===== src/rtl/mo_mul_arbiter.sv =====
// Round-robin arbiter that time-shares one fully pipelined mo_mul among N_REQ requesters.
// Each issued operand pair carries a requester tag down a delay line so its product is steered back.
module mo_mul_arbiter #(
    parameter int N_REQ      = 4,
    parameter int MUL_LAT    = 8,
    parameter int DATA_WIDTH = 32,
    localparam int TAG_W     = $clog2(N_REQ),
    localparam int CNT_W     = $clog2(MUL_LAT + 2)
) (
    input  logic                          clk,
    input  logic                          rst_n,
    input  logic [N_REQ-1:0]              req_valid,
    output logic [N_REQ-1:0]              req_ready,
    input  logic [N_REQ*DATA_WIDTH-1:0]   req_a,
    input  logic [N_REQ*DATA_WIDTH-1:0]   req_b,
    output logic [DATA_WIDTH-1:0]         mul_a,
    output logic [DATA_WIDTH-1:0]         mul_b,
    input  logic [DATA_WIDTH-1:0]         mul_result,
    output logic [N_REQ-1:0]              rsp_valid,
    output logic [DATA_WIDTH-1:0]         rsp_data,
    output logic [CNT_W-1:0]              inflight,
    output logic                          busy
);
    // Stage k of the tag pipe holds the issue made k+1 edges ago; the last stage lines up
    // with the cycle in which mo_mul presents that product, so it is captured on the next edge.
    localparam int LAST = MUL_LAT;

    logic [DATA_WIDTH-1:0] opa_arr [N_REQ];
    logic [DATA_WIDTH-1:0] opb_arr [N_REQ];

    logic [TAG_W-1:0]      rr_ptr_reg;
    logic [DATA_WIDTH-1:0] mul_a_reg, mul_b_reg;
    logic [LAST:0]         tag_vld_reg;
    logic [TAG_W-1:0]      tag_idx_reg [LAST+1];
    logic [N_REQ-1:0]      rsp_valid_reg;
    logic [DATA_WIDTH-1:0] rsp_data_reg;
    logic [CNT_W-1:0]      inflight_reg;

    logic                  grant_valid;
    logic [TAG_W-1:0]      grant_idx;
    logic [TAG_W-1:0]      cand;
    int                    j;

    genvar gi;
    generate
        for (gi = 0; gi < N_REQ; gi++) begin : g_req
            assign opa_arr[gi]   = req_a[gi*DATA_WIDTH +: DATA_WIDTH];
            assign opb_arr[gi]   = req_b[gi*DATA_WIDTH +: DATA_WIDTH];
            assign req_ready[gi] = grant_valid && (grant_idx == TAG_W'(gi));
        end
    endgenerate

    // First asserted request found scanning upward from rr_ptr, wrapping at N_REQ.
    always_comb begin
        grant_valid = 1'b0;
        grant_idx   = '0;
        cand        = '0;
        j           = 0;
        for (int k = 0; k < N_REQ; k++) begin
            j = int'(rr_ptr_reg) + k;
            if (j >= N_REQ) begin
                j = j - N_REQ;
            end
            cand = TAG_W'(j);
            if (!grant_valid && req_valid[cand]) begin
                grant_valid = 1'b1;
                grant_idx   = cand;
            end
        end
    end

    always_ff @(posedge clk or negedge rst_n) begin
        if (!rst_n) begin
            rr_ptr_reg    <= '0;
            mul_a_reg     <= '0;
            mul_b_reg     <= '0;
            tag_vld_reg   <= '0;
            for (int k = 0; k <= LAST; k++) begin
                tag_idx_reg[k] <= '0;
            end
            rsp_valid_reg <= '0;
            rsp_data_reg  <= '0;
            inflight_reg  <= '0;
        end else begin
            if (grant_valid) begin
                mul_a_reg  <= opa_arr[grant_idx];
                mul_b_reg  <= opb_arr[grant_idx];
                rr_ptr_reg <= (grant_idx == TAG_W'(N_REQ - 1)) ? '0 : grant_idx + TAG_W'(1);
            end

            tag_vld_reg    <= {tag_vld_reg[LAST-1:0], grant_valid};
            tag_idx_reg[0] <= grant_idx;
            for (int k = 1; k <= LAST; k++) begin
                tag_idx_reg[k] <= tag_idx_reg[k-1];
            end

            if (tag_vld_reg[LAST]) begin
                rsp_valid_reg <= N_REQ'(1) << tag_idx_reg[LAST];
                rsp_data_reg  <= mul_result;
            end else begin
                rsp_valid_reg <= '0;
            end

            // An issue and a return on the same edge cancel out.
            if (grant_valid && !tag_vld_reg[LAST]) begin
                inflight_reg <= inflight_reg + CNT_W'(1);
            end else if (!grant_valid && tag_vld_reg[LAST]) begin
                inflight_reg <= inflight_reg - CNT_W'(1);
            end
        end
    end

    assign mul_a     = mul_a_reg;
    assign mul_b     = mul_b_reg;
    assign rsp_valid = rsp_valid_reg;
    assign rsp_data  = rsp_data_reg;
    assign inflight  = inflight_reg;
    assign busy      = (inflight_reg != '0);

endmodule

===== config.mk =====
export PLATFORM = sky130hd
export DESIGN_NAME = mo_mul_arbiter
export DESIGN_NICKNAME = d
export VERILOG_FILES = /design/src/rtl/mo_mul_arbiter.sv
export SDC_FILE = /design/constraint.sdc
export NUM_CORES = 1
export LEC_CHECK = 0
export ABC_CLOCK_PERIOD_IN_PS = 6200
export BUFFER_PORTS_ARGS = -buffer_cell sky130_fd_sc_hd__buf_2
export CORE_AREA = 2 2 157 159
export DETAILED_ROUTE_END_ITERATION = 16
export DIE_AREA = 0 0 159 161
export SYNTH_ARGS = -nofsm -noshare
export SYNTH_HDL_FRONTEND = slang
export SYNTH_SLANG_ARGS = --single-unit

===== constraint.sdc =====
create_clock -name clk -period 6.2 [get_ports clk]
set_clock_uncertainty 0.2 [all_clocks]
set_input_delay 0.31 -clock clk [delete_from_list [all_inputs] [get_ports clk]]
set_output_delay 0.31 -clock clk [all_outputs]
set_load 0.1 [all_outputs]

==> flow_metrics.py <==
metrics = {
    "final_layout": {
        "fillers": 2382,
        "final_area_mm2": 0.0101,
        "utilization_pct": 42.0,
        "finalNetCount": 1374,
        "drive_gt1_share_pct": 44.8,
        "stdcell_count": 1409,
        "syn2layout_area_growth_pct": 46.1,
        "antenna_cells": 0,
    },
    "detailed_routing": {
        "wl_um": 25100,
        "drtIter0Drc": 366,
        "drc": 0,
        "avgViaCountPerCell": 4.83,
        "detail_route.wl_per_cell_um": 17.8,
        "drtAntennaViolNets": 0,
        "firstDrtPassIters": 4,
        "dr_total_vias": 6809,
    },
    "logic_synthesis": {
        "synth.area.mux_share_pct": 15.0,
        "yosysTopAreaCell": "dfrtp_1",
        "synthArstFlopShare_pct": 100,
        "synth_edf_count": 0,
        "synth_compound_area_share_pct": 20.6,
        "synth_fa_ha_area_share_pct": 1.56,
        "synth_top_family_by_area": "compound AO/OA/AOI/OAI gates",
        "synth.top_cell.area_share_pct": 48.3,
        "synthSimpleGateAreaFrac_pct": 5.35,
        "syn_area_mm2": 0.00690,
        "syn_area_per_cell_um2": 10.4,
        "synth_xor_area_share_pct": 0.508,
        "yosys-top-cells-area": "dfrtp_1, a211oi_1, mux2i_1, a31oi_1, mux2_2",
        "synthFlopType": "dfrtp_1",
        "ys_seq_elements": 133,
        "yosysSeqAreaShare_pct": 48.3,
        "ys_warn_count": 0,
        "syn_inst": 663,
        "synth_fp_nets": 965,
        "ys_types": 32,
    },
    "pwr": {
        "p_int_mw": 2.29,
        "p_sw_share_pct": 58.5,
        "power.switching_mw": 3.22,
        "vdd_ir_drop_max_mv": 0.424,
        "p_leak_nw": 5.05,
        "combPwrFrac_pct": 57.6,
        "power_per_cell_area_mw_per_mm2": 547,
        "p_clk_share_pct": 18.5,
        "p_seq_share_pct": 23.9,
    },
    "placement": {
        "portBuffers": 402,
        "placed_cell_area_mm2": 0.00909,
        "pre_cts_ws_ns": 2.52,
        "place_congestion": 0.809,
        "dpl.hpwl_um": 16500,
        "place_inst": 1339,
    },
    "cts": {
        "tritoncts": "yes",
        "cts_buffers": 17,
        "clk_latency_ns": 0.41,
        "cts.htree.levels": 4,
        "postCtsHoldBufs": 38,
        "path_clk_slew_ns": 0.07,
        "clockBufferDepth": 2,
        "post_cts_buffers": 0,
        "cts.sinks": 133,
        "cts-root-buf": "clkbuf_16",
        "cts-resized-gates": 0,
    },
    "floorplanning": {
        "die_area_mm2": 0.0256,
        "pin_count": 403,
        "die_y_um": 161,
        "std_cell_rows": 57,
        "die_w_um": 159,
        "core_area_mm2": 0.0240,
        "initial_core_util_pct": 28.8,
    },
    "sta": {
        "min_period_over_period_pct": 66.6,
        "hold_viol": 0,
        "setup-tns-final_ns": 0,
        "finalCriticalPeriod_ns": 4.13,
        "worst_slew_pin_slew_ns": 0.972,
        "finalMaxSlewViolations": 0,
        "fmax_mhz": 242,
        "setup_violations": 0,
        "setup_ws_ns": 2.07,
        "slew_headroom_pct": 35.2,
        "rsz0062_at_grt": "no",
    },
    "global_routing": {
        "grt_pass1_wl_um": 38600,
        "grt_max_degree": 79,
        "antenna_found_initial": 1,
        "grtUsageTotal_pct": 19.3,
        "grt_overflow": 0,
        "grt_pass1_vias": 7032,
    },
    "critical_path": {
        "setup.worst_path.end_class": "primary output",
        "critPathMaxFanout": 68,
        "arrival_ns": 3.62,
        "cp.required_ns": 5.69,
        "critPathKind": "flop to primary output",
        "start_kind": "flop",
    },
    "job": {
        "cap_violations": 0,
    },
    "run_status": {
        "status": "finished clean",
    },
    "min_path": {
        "hp-class": "input pin to flop",
    },
}
## final timing paths
kind	startpoint	end	slack, ns	cells after the start
max	rr_ptr_reg[1]	req_ready[3]	2.07	8
min	req_b[39]	mul_b[7]	0.02	3
max reg2reg	rr_ptr_reg[1]	mul_a[27]	2.78	8
min reg2reg	tag_vld_reg[4]	tag_vld_reg[5]	0.14	0
max in group asynchronous	rst_n	rsp_data[11]	4.16	3
min in group asynchronous	rst_n	mul_b[23]	0.25	2
## cell type report
cell class | count | area, um2 | share of cell area, %
clock inverter | 15 | 178 | 1.76
multi-input combinational | 401 | 3000 | 29.8
timing repair buffer | 450 | 2470 | 24.6
inverter | 69 | 262 | 2.60
sequential | 133 | 3330 | 33.0
clock buffer | 17 | 425 | 4.22
tap | 324 | 405 | 4.02
## kinds of logic (layout without fill, tap and decap cells)
group	after synthesis	after routing
compound gates	201	201
flops	133	133
buf+inv	129	551
mux	99	99
simple gates	89	89
fa+ha+maj	8	8
xor+xnor	4	4
## through the flow
stage                     power, mW  hold WS (ns)
after floorplan                3.89        -0.186
after global routing           5.74       0.00533
final                          5.51        0.0191
after CTS                      5.55       0.00100
after global placement         4.47         0.127
after detailed placement       4.49         0.129
## cell usage in the layout, fill, tap and decap left out, types with 3 or more instances in the layout
cell,n
nor2_1,70
xnor2_1,3
inv_1,68
nand2_2,3
ha_1,7
buf_4,10
and2_1,4
clkbuf_16,17
inv_8,4
mux2i_1,65
dlygate4sd3_1,38
clkinv_8,5
buf_2,401
a211oi_1,128
a31oi_1,64
inv_6,4
mux2_2,34
dfrtp_1,133
## cell usage after synthesis, drive strengths merged, types with 3 or more instances
| master | count |
|---|---|
| ha | 7 |
| buf | 28 |
| o21ai | 3 |
| and2 | 4 |
| inv | 69 |
| xnor2 | 3 |
| mux2i | 65 |
| nand2 | 5 |
| a211oi | 128 |
| a31oi | 64 |
| dfrtp | 133 |
| nor2 | 71 |
| clkbuf | 32 |
| mux2 | 34 |
## power groups by stage
stage	Combinational, mW	Clock [mW]	Sequential, mW
after CTS	3.18	1.06	1.32
final	3.17	1.02	1.31
after floorplan	0.856	0	3.03
after global placement	3.15	0	1.32
after detailed placement	3.16	0	1.33
after global routing	3.29	1.09	1.35
## critical path, cell delays in order (launching register included)
cell and delay [ns]:
dfrtp_1 0.48, nor2b_1 0.13, o21bai_4 0.12, buf_4 0.64, and3_2 0.34, buf_4 0.69, ha_1 0.26, and2_1 0.11
buf_2 0.42
## metal layers
layer	share of wire [%]	wire [um]	track usage [%]	up-vias
li1	-	-	-	3216
met1	39	9830	22.4	3191
met2	50	12500	33.8	358
met3	8.2	2060	5.73	42
met4	2.6	662	7.02	2
met5	0.064	16	0	-
Note: power is estimated with default switching activity, not from simulation.
